===== src/rtl/uart_arb_pkg.sv =====
// rtl/uart_arb_pkg.sv - shared state encoding and ASCII constants for the console UART TX arbiter
package uart_arb_pkg;

  typedef enum logic [1:0] {
    IDLE      = 2'd0,
    PFX_ID    = 2'd1,
    PFX_COLON = 2'd2,
    LOCKED    = 2'd3
  } arb_state_e;

  localparam logic [7:0] ASCII_NL    = 8'h0A;
  localparam logic [7:0] ASCII_COLON = 8'h3A;
  localparam logic [7:0] ASCII_ZERO  = 8'h30;

  function automatic logic [7:0] ascii_digit(input logic [3:0] d);
    return ASCII_ZERO + {4'h0, d};
  endfunction

endpackage


===== src/rtl/rr_pick.sv =====
// rtl/rr_pick.sv - combinational round-robin finder: first set bit of i_req after i_ptr, with wrap-around
module rr_pick #(
  parameter int N = 2,
  parameter int W = 1
) (
  input  logic [N-1:0] i_req,
  input  logic [W-1:0] i_ptr,
  output logic         o_found,
  output logic [W-1:0] o_idx
);

  logic [W-1:0] w_cand;

  // Candidates are visited at distance 1..N from i_ptr, so i_ptr itself has lowest priority.
  always_comb begin
    o_found = 1'b0;
    o_idx   = '0;
    w_cand  = '0;
    for (int k = 1; k <= N; k++) begin
      w_cand = W'((int'(i_ptr) + k) % N);
      if (!o_found && i_req[w_cand]) begin
        o_found = 1'b1;
        o_idx   = w_cand;
      end
    end
  end

endmodule


===== src/rtl/uart_tx_arbiter.sv =====
// rtl/uart_tx_arbiter.sv - round-robin, line-locked sharing of the console UART TX channel.
// Define UART_ARB_PREFIX_EN to emit "<id>:" ahead of every granted line.
module uart_tx_arbiter
  import uart_arb_pkg::*;
#(
  parameter int  NUM_REQ      = 2,
  parameter int  LOCK_TIMEOUT = 1024,
  parameter int  TO_W         = 11,
  localparam int ID_W         = (NUM_REQ > 1) ? $clog2(NUM_REQ) : 1
) (
  input  logic                 clk,
  input  logic                 rst,
  input  logic [NUM_REQ*8-1:0] req_data,
  input  logic [NUM_REQ-1:0]   req_valid,
  output logic [NUM_REQ-1:0]   req_ready,
  output logic [7:0]           uart_tx_data,
  output logic                 uart_tx_valid,
  input  logic                 uart_tx_ready,
  output logic [ID_W-1:0]      owner_id,
  output logic                 locked
);

  arb_state_e      r_state;
  arb_state_e      w_state_nxt;
  logic [ID_W-1:0] r_owner;
  logic [ID_W-1:0] w_owner_nxt;
  logic [ID_W-1:0] r_rr_ptr;
  logic [ID_W-1:0] w_rr_ptr_nxt;
  logic [TO_W-1:0] r_cnt;
  logic [TO_W-1:0] w_cnt_nxt;
  logic [7:0]      r_tx_data;
  logic [7:0]      w_tx_data_nxt;
  logic            r_tx_valid;
  logic            w_tx_valid_nxt;

  logic            w_out_free;
  logic            w_owner_valid;
  logic [7:0]      w_owner_data;
  logic            w_xfer;
  logic            w_pick_found;
  logic [ID_W-1:0] w_pick_idx;

  rr_pick #(
    .N (NUM_REQ),
    .W (ID_W)
  ) u_rr_pick (
    .i_req   (req_valid),
    .i_ptr   (r_rr_ptr),
    .o_found (w_pick_found),
    .o_idx   (w_pick_idx)
  );

  assign w_out_free = !r_tx_valid || uart_tx_ready;

  always_comb begin
    w_owner_valid = 1'b0;
    w_owner_data  = 8'h00;
    req_ready     = '0;
    for (int i = 0; i < NUM_REQ; i++) begin
      if (r_owner == ID_W'(i)) begin
        w_owner_valid = req_valid[i];
        w_owner_data  = req_data[8*i +: 8];
        req_ready[i]  = (r_state == LOCKED) && w_out_free;
      end
    end
  end

  assign w_xfer = (r_state == LOCKED) && w_out_free && w_owner_valid;

  always_comb begin
    w_state_nxt    = r_state;
    w_owner_nxt    = r_owner;
    w_rr_ptr_nxt   = r_rr_ptr;
    w_cnt_nxt      = r_cnt;
    w_tx_valid_nxt = r_tx_valid && !uart_tx_ready;
    w_tx_data_nxt  = r_tx_data;

    case (r_state)
      IDLE: begin
        w_cnt_nxt = '0;
        if (w_pick_found) begin
          w_owner_nxt = w_pick_idx;
`ifdef UART_ARB_PREFIX_EN
          w_state_nxt = PFX_ID;
`else
          w_state_nxt = LOCKED;
`endif
        end
      end

`ifdef UART_ARB_PREFIX_EN
      PFX_ID: begin
        w_cnt_nxt = '0;
        if (w_out_free) begin
          w_tx_valid_nxt = 1'b1;
          w_tx_data_nxt  = ascii_digit(4'(r_owner));
          w_state_nxt    = PFX_COLON;
        end
      end

      PFX_COLON: begin
        w_cnt_nxt = '0;
        if (w_out_free) begin
          w_tx_valid_nxt = 1'b1;
          w_tx_data_nxt  = ASCII_COLON;
          w_state_nxt    = LOCKED;
        end
      end
`endif

      LOCKED: begin
        if (w_xfer) begin
          w_tx_valid_nxt = 1'b1;
          w_tx_data_nxt  = w_owner_data;
          w_cnt_nxt      = '0;
          if (w_owner_data == ASCII_NL) begin
            w_state_nxt  = IDLE;
            w_rr_ptr_nxt = r_owner;
          end
        end else if (!w_owner_valid && (LOCK_TIMEOUT != 0)) begin
          // Only an idle owner ages the lock; a stalled UART never does.
          if (r_cnt == TO_W'(LOCK_TIMEOUT - 1)) begin
            w_state_nxt  = IDLE;
            w_rr_ptr_nxt = r_owner;
            w_cnt_nxt    = '0;
          end else begin
            w_cnt_nxt = r_cnt + TO_W'(1);
          end
        end
      end

      default: begin
        w_state_nxt = IDLE;
        w_cnt_nxt   = '0;
      end
    endcase
  end

  always_ff @(posedge clk) begin
    if (rst) begin
      r_state    <= IDLE;
      r_owner    <= '0;
      r_rr_ptr   <= '0;
      r_cnt      <= '0;
      r_tx_data  <= 8'h00;
      r_tx_valid <= 1'b0;
    end else begin
      r_state    <= w_state_nxt;
      r_owner    <= w_owner_nxt;
      r_rr_ptr   <= w_rr_ptr_nxt;
      r_cnt      <= w_cnt_nxt;
      r_tx_data  <= w_tx_data_nxt;
      r_tx_valid <= w_tx_valid_nxt;
    end
  end

  assign uart_tx_data  = r_tx_data;
  assign uart_tx_valid = r_tx_valid;
  assign owner_id      = r_owner;
  assign locked        = (r_state != IDLE);

endmodule


===== config.mk =====
export PLATFORM = sky130hd
export DESIGN_NAME = uart_tx_arbiter
export DESIGN_NICKNAME = d
export VERILOG_FILES = /design/src/rtl/uart_arb_pkg.sv /design/src/rtl/rr_pick.sv /design/src/rtl/uart_tx_arbiter.sv
export SDC_FILE = /design/constraint.sdc
export NUM_CORES = 1
export LEC_CHECK = 0
export CAP_MARGIN = 20
export CORE_MARGIN = 2
export CORE_UTILIZATION = 41
export DETAILED_ROUTE_END_ITERATION = 7
export PLACE_DENSITY = 0.81
export SKIP_LAST_GASP = 1
export SYNTH_ARGS = -nofsm -noshare
export SYNTH_HDL_FRONTEND = slang
export SYNTH_SLANG_ARGS = --single-unit

===== constraint.sdc =====
create_clock -name clk -period 1.81 [get_ports clk]
set_input_delay 0.181 -clock clk [delete_from_list [all_inputs] [get_ports clk]]
set_output_delay 0.181 -clock clk [all_outputs]
set_load 0.02 [all_outputs]

==> run_results.csv <==
group,metric,value,unit
critical_path,arrival,2000,ps
clocking,cts_root_buf,"clkbuf_4",
power,power,1.01,mW
routing,num_vias,1005,
power,clkPwrFrac,23.6,%
hold_path,holdCritPathClass,"register to register",
routing,antenna_left,0,
floorplanning,rows,18,
finish,layout.cells.non_filler,198,
placement,numPortBuffers,33,
placement,gp_congestion,0.729,
critical_path,reg2reg_depth,5,
synthesis,yosys_warnings,0,
power,p_sw,273,µW
routing,vias_per_cell,5.08,
routing,drt_first_iter_violations,17,
critical_path,cp.required,2060,ps
finish,fin_nets,191,
clocking,cts_sinks,23,
global_route,grt_max_degree,17,
floorplanning,ioPinCount,34,
critical_path,reg2reg_to,"r_cnt[7]",
floorplanning,die_y,56.1,µm
sta,fin_hold_ws,452,ps
global_route,overflow,0,
power,power_density,643,mW/mm²
power,intPower,738,µW
critical_path,start_kind,"register",
routing,routedWlPerCell,12.3,µm
synthesis,avgSynthCellArea,8.96,µm²
finish,area_delta_synth_final,41.6,%
finish,final_layout_size_suffix_gt1_share,14.3,%
hold_path,holdPathEnd,"r_cnt[10]",
routing,first_pass_iters,4,
critical_path,r2r_slack,60,ps
synthesis,yosys.cell_types.count,31,
sta,skew,2.27,ps
finish,insertedDiodeCount,0,
sta,setup_viol_count_final,0,
finish,seq_area,465,µm²
sta,max_freq,0.573,GHz
power,switching_share,27.0,%
critical_path,critPathMaxFanout,8,
clocking,cts_buffers,3,
clocking,h-tree-depth,1,
power,combPwrFrac,22.6,%
floorplanning,die-area,0.00314,mm²
sta,rsz0062_at_grt,"yes",
placement,hpwl,1940,µm
hold_path,min_from,"r_cnt[10]",
sta,fin_crit,1750,ps
clocking,path_clk_slew,130,ps
critical_path,reg2reg_from,"owner_id",
power,seqPwrFrac,53.8,%
routing,routed_wl,2430,µm
global_route,grt.total_usage,16.1,%
finish,fillerInstances,225,
global_route,grt_antenna_before_repair,0,
finish,multi_input_area,601,µm²
sta,relSlewSlack,78.2,%
synthesis,syn_nets,146,
finish,post-route-util,62.4,%
power,vdd_drop_max,412,µV
floorplanning,core-area,0.00252,mm²
placement,post-place-ws,-186,ps
run_status,status,"finished clean",
sta,drv_slew,0,
sta,post-route-period-util,96.5,%
hold_path,hold_depth,2,
critical_path,end_kind,"register",
sta,final_hold_viol_count,0,
synthesis,syn_inst,124,
synthesis,ys_ff_latch,23,
synthesis,ys_async_sr_fraction,0,%
synthesis,ys.flop_type,"dfxtp_1",
routing,post-route-drc-count,0,
power,leakagePower,0.617,nW
clocking,post_cts_buffers,0,
clocking,clk_path_buf_depth,2,
clocking,cts_tree,"built",
clocking,clk_latency,310,ps
flow_run,maxCapViolCount,0,
global_route,grt_pass1_vias,979,
sta,setup_slack,63.8,ps
global_route,grt_pass1_wl,4030,µm
synthesis,synth_edf_count,0,
critical_path,path_class,"register to register",
floorplanning,die_w,56.1,µm
placement,dp_cells,194,
synthesis,synth_seq_area_share,41.4,%
synthesis,syn_area,0.00111,mm²
sta,tightest_slew,324,ps
floorplanning,initial_utilization,44.0,%
[metrics by stage]
step | TNS, ps | cell area [µm²]
2_1_floorplan | -679 | 1110
4_1_cts | 0 | 1570
6_report | 0 | 1570
3_5_place_dp | -1720 | 1540
3_3_place_gp | -853 | 1540
5_1_grt | -0.464 | 1570
[power groups by stage]
stage          Sequential (mW)  Clock [mW]  Combinational (mW)
4_1_cts                  0.544       0.245               0.231
2_1_floorplan            0.574           0              0.0910
3_3_place_gp             0.554           0               0.227
3_5_place_dp             0.555           0               0.231
6_report                 0.544       0.238               0.229
5_1_grt                  0.547       0.260               0.246
[layer usage]
metal  up-vias  routed length (µm)  GRT usage (%)  part of all wire, %
li1        526                   -              -                    -
met1       450                1060           17.5                   44
met2        25                1200           29.6                   50
met3         4                 120           3.49                  4.9
met4         0                  40           7.14                  1.6
met5         -                   0              0                    0
[placed cells by master, fill, tap and decap left out, types with 3 or more instances in the layout]
cell	count
a211oi_1	7
dfxtp_1	21
mux2i_1	8
xor2_1	6
clkdlybuf4s50_1	32
a21oi_1	5
buf_4	13
and3_1	4
inv_1	3
clkbuf_4	3
nand4_1	5
nand2_1	10
nor2_1	21
[cells by family (layout without fill, tap and decap cells)]
group,after synthesis,in the layout,share of synthesized area (%)
and+or+nand+nor,55,55,25.3
DFF,23,23,41.4
AOI/OAI and AO/OA,18,18,11.7
muxes,10,10,9.57
buffers and inverters,9,53,4.50
xor gates and xnor gates,8,8,6.31
adders and majority gates,1,1,1.13
[layout make-up]
| class | instances | area share [%] |
|---|---|---|
| Tap cell | 30 | 2.39 |
| Clock buffer | 3 | 1.43 |
| Inverter | 3 | 0.716 |
| Multi-Input combinational cell | 92 | 38.2 |
| Sequential cell | 23 | 29.6 |
| Timing Repair Buffer | 46 | 27.4 |
| Clock inverter | 1 | 0.318 |
[cell usage after synthesis, drive strengths merged (3+ instances only)]
library cell / count / area (µm²)
dfxtp: 23 / 460
nor2: 21 / 78.8
nand2: 10 / 37.5
mux2i: 8 / 80.1
a211oi: 7 / 52.6
xor2: 6 / 52.6
a21oi: 5 / 25.0
and3: 5 / 36.3
nand4: 5 / 31.3
buf: 3 / 27.5
clkbuf: 3 / 11.3
inv: 3 / 11.3
[sequential cells by signal, indices dropped and copies added (netlist names)]
signal,cells
owner_id,1
r_cnt,11
r_state,1
uart_tx_valid,1
uart_tx_data,8
r_rr_ptr,1
[critical path: stages (launching register included)]
cell     delay, ps
dfxtp_4        420
mux2_4         310
and3_4         180
or3b_1         430
a21o_4         230
nor2_1         110
[what timing repair did]
item                                    4_1_cts  5_1_grt
hold buffers                                  0        0
gates resized for setup                       0        2
endpoints found under the hold margin         0        0
endpoints found under the setup margin        0        3
[worst max path at each step]
stage / cells after the start / endpoint / start / slack, ps
floorplan: 8 / r_cnt[2] / owner_id / -110
global placement: 6 / r_cnt[2] / req_valid[1] / -100
detailed placement: 6 / r_cnt[7] / req_valid[0] / -190
CTS: 2 / req_ready[1] / r_state[0] / 30
global route: 4 / r_cnt[10] / owner_id / -0.5
finish: 5 / r_cnt[7] / owner_id / 60
Note: power is estimated with default switching activity, not from simulation.
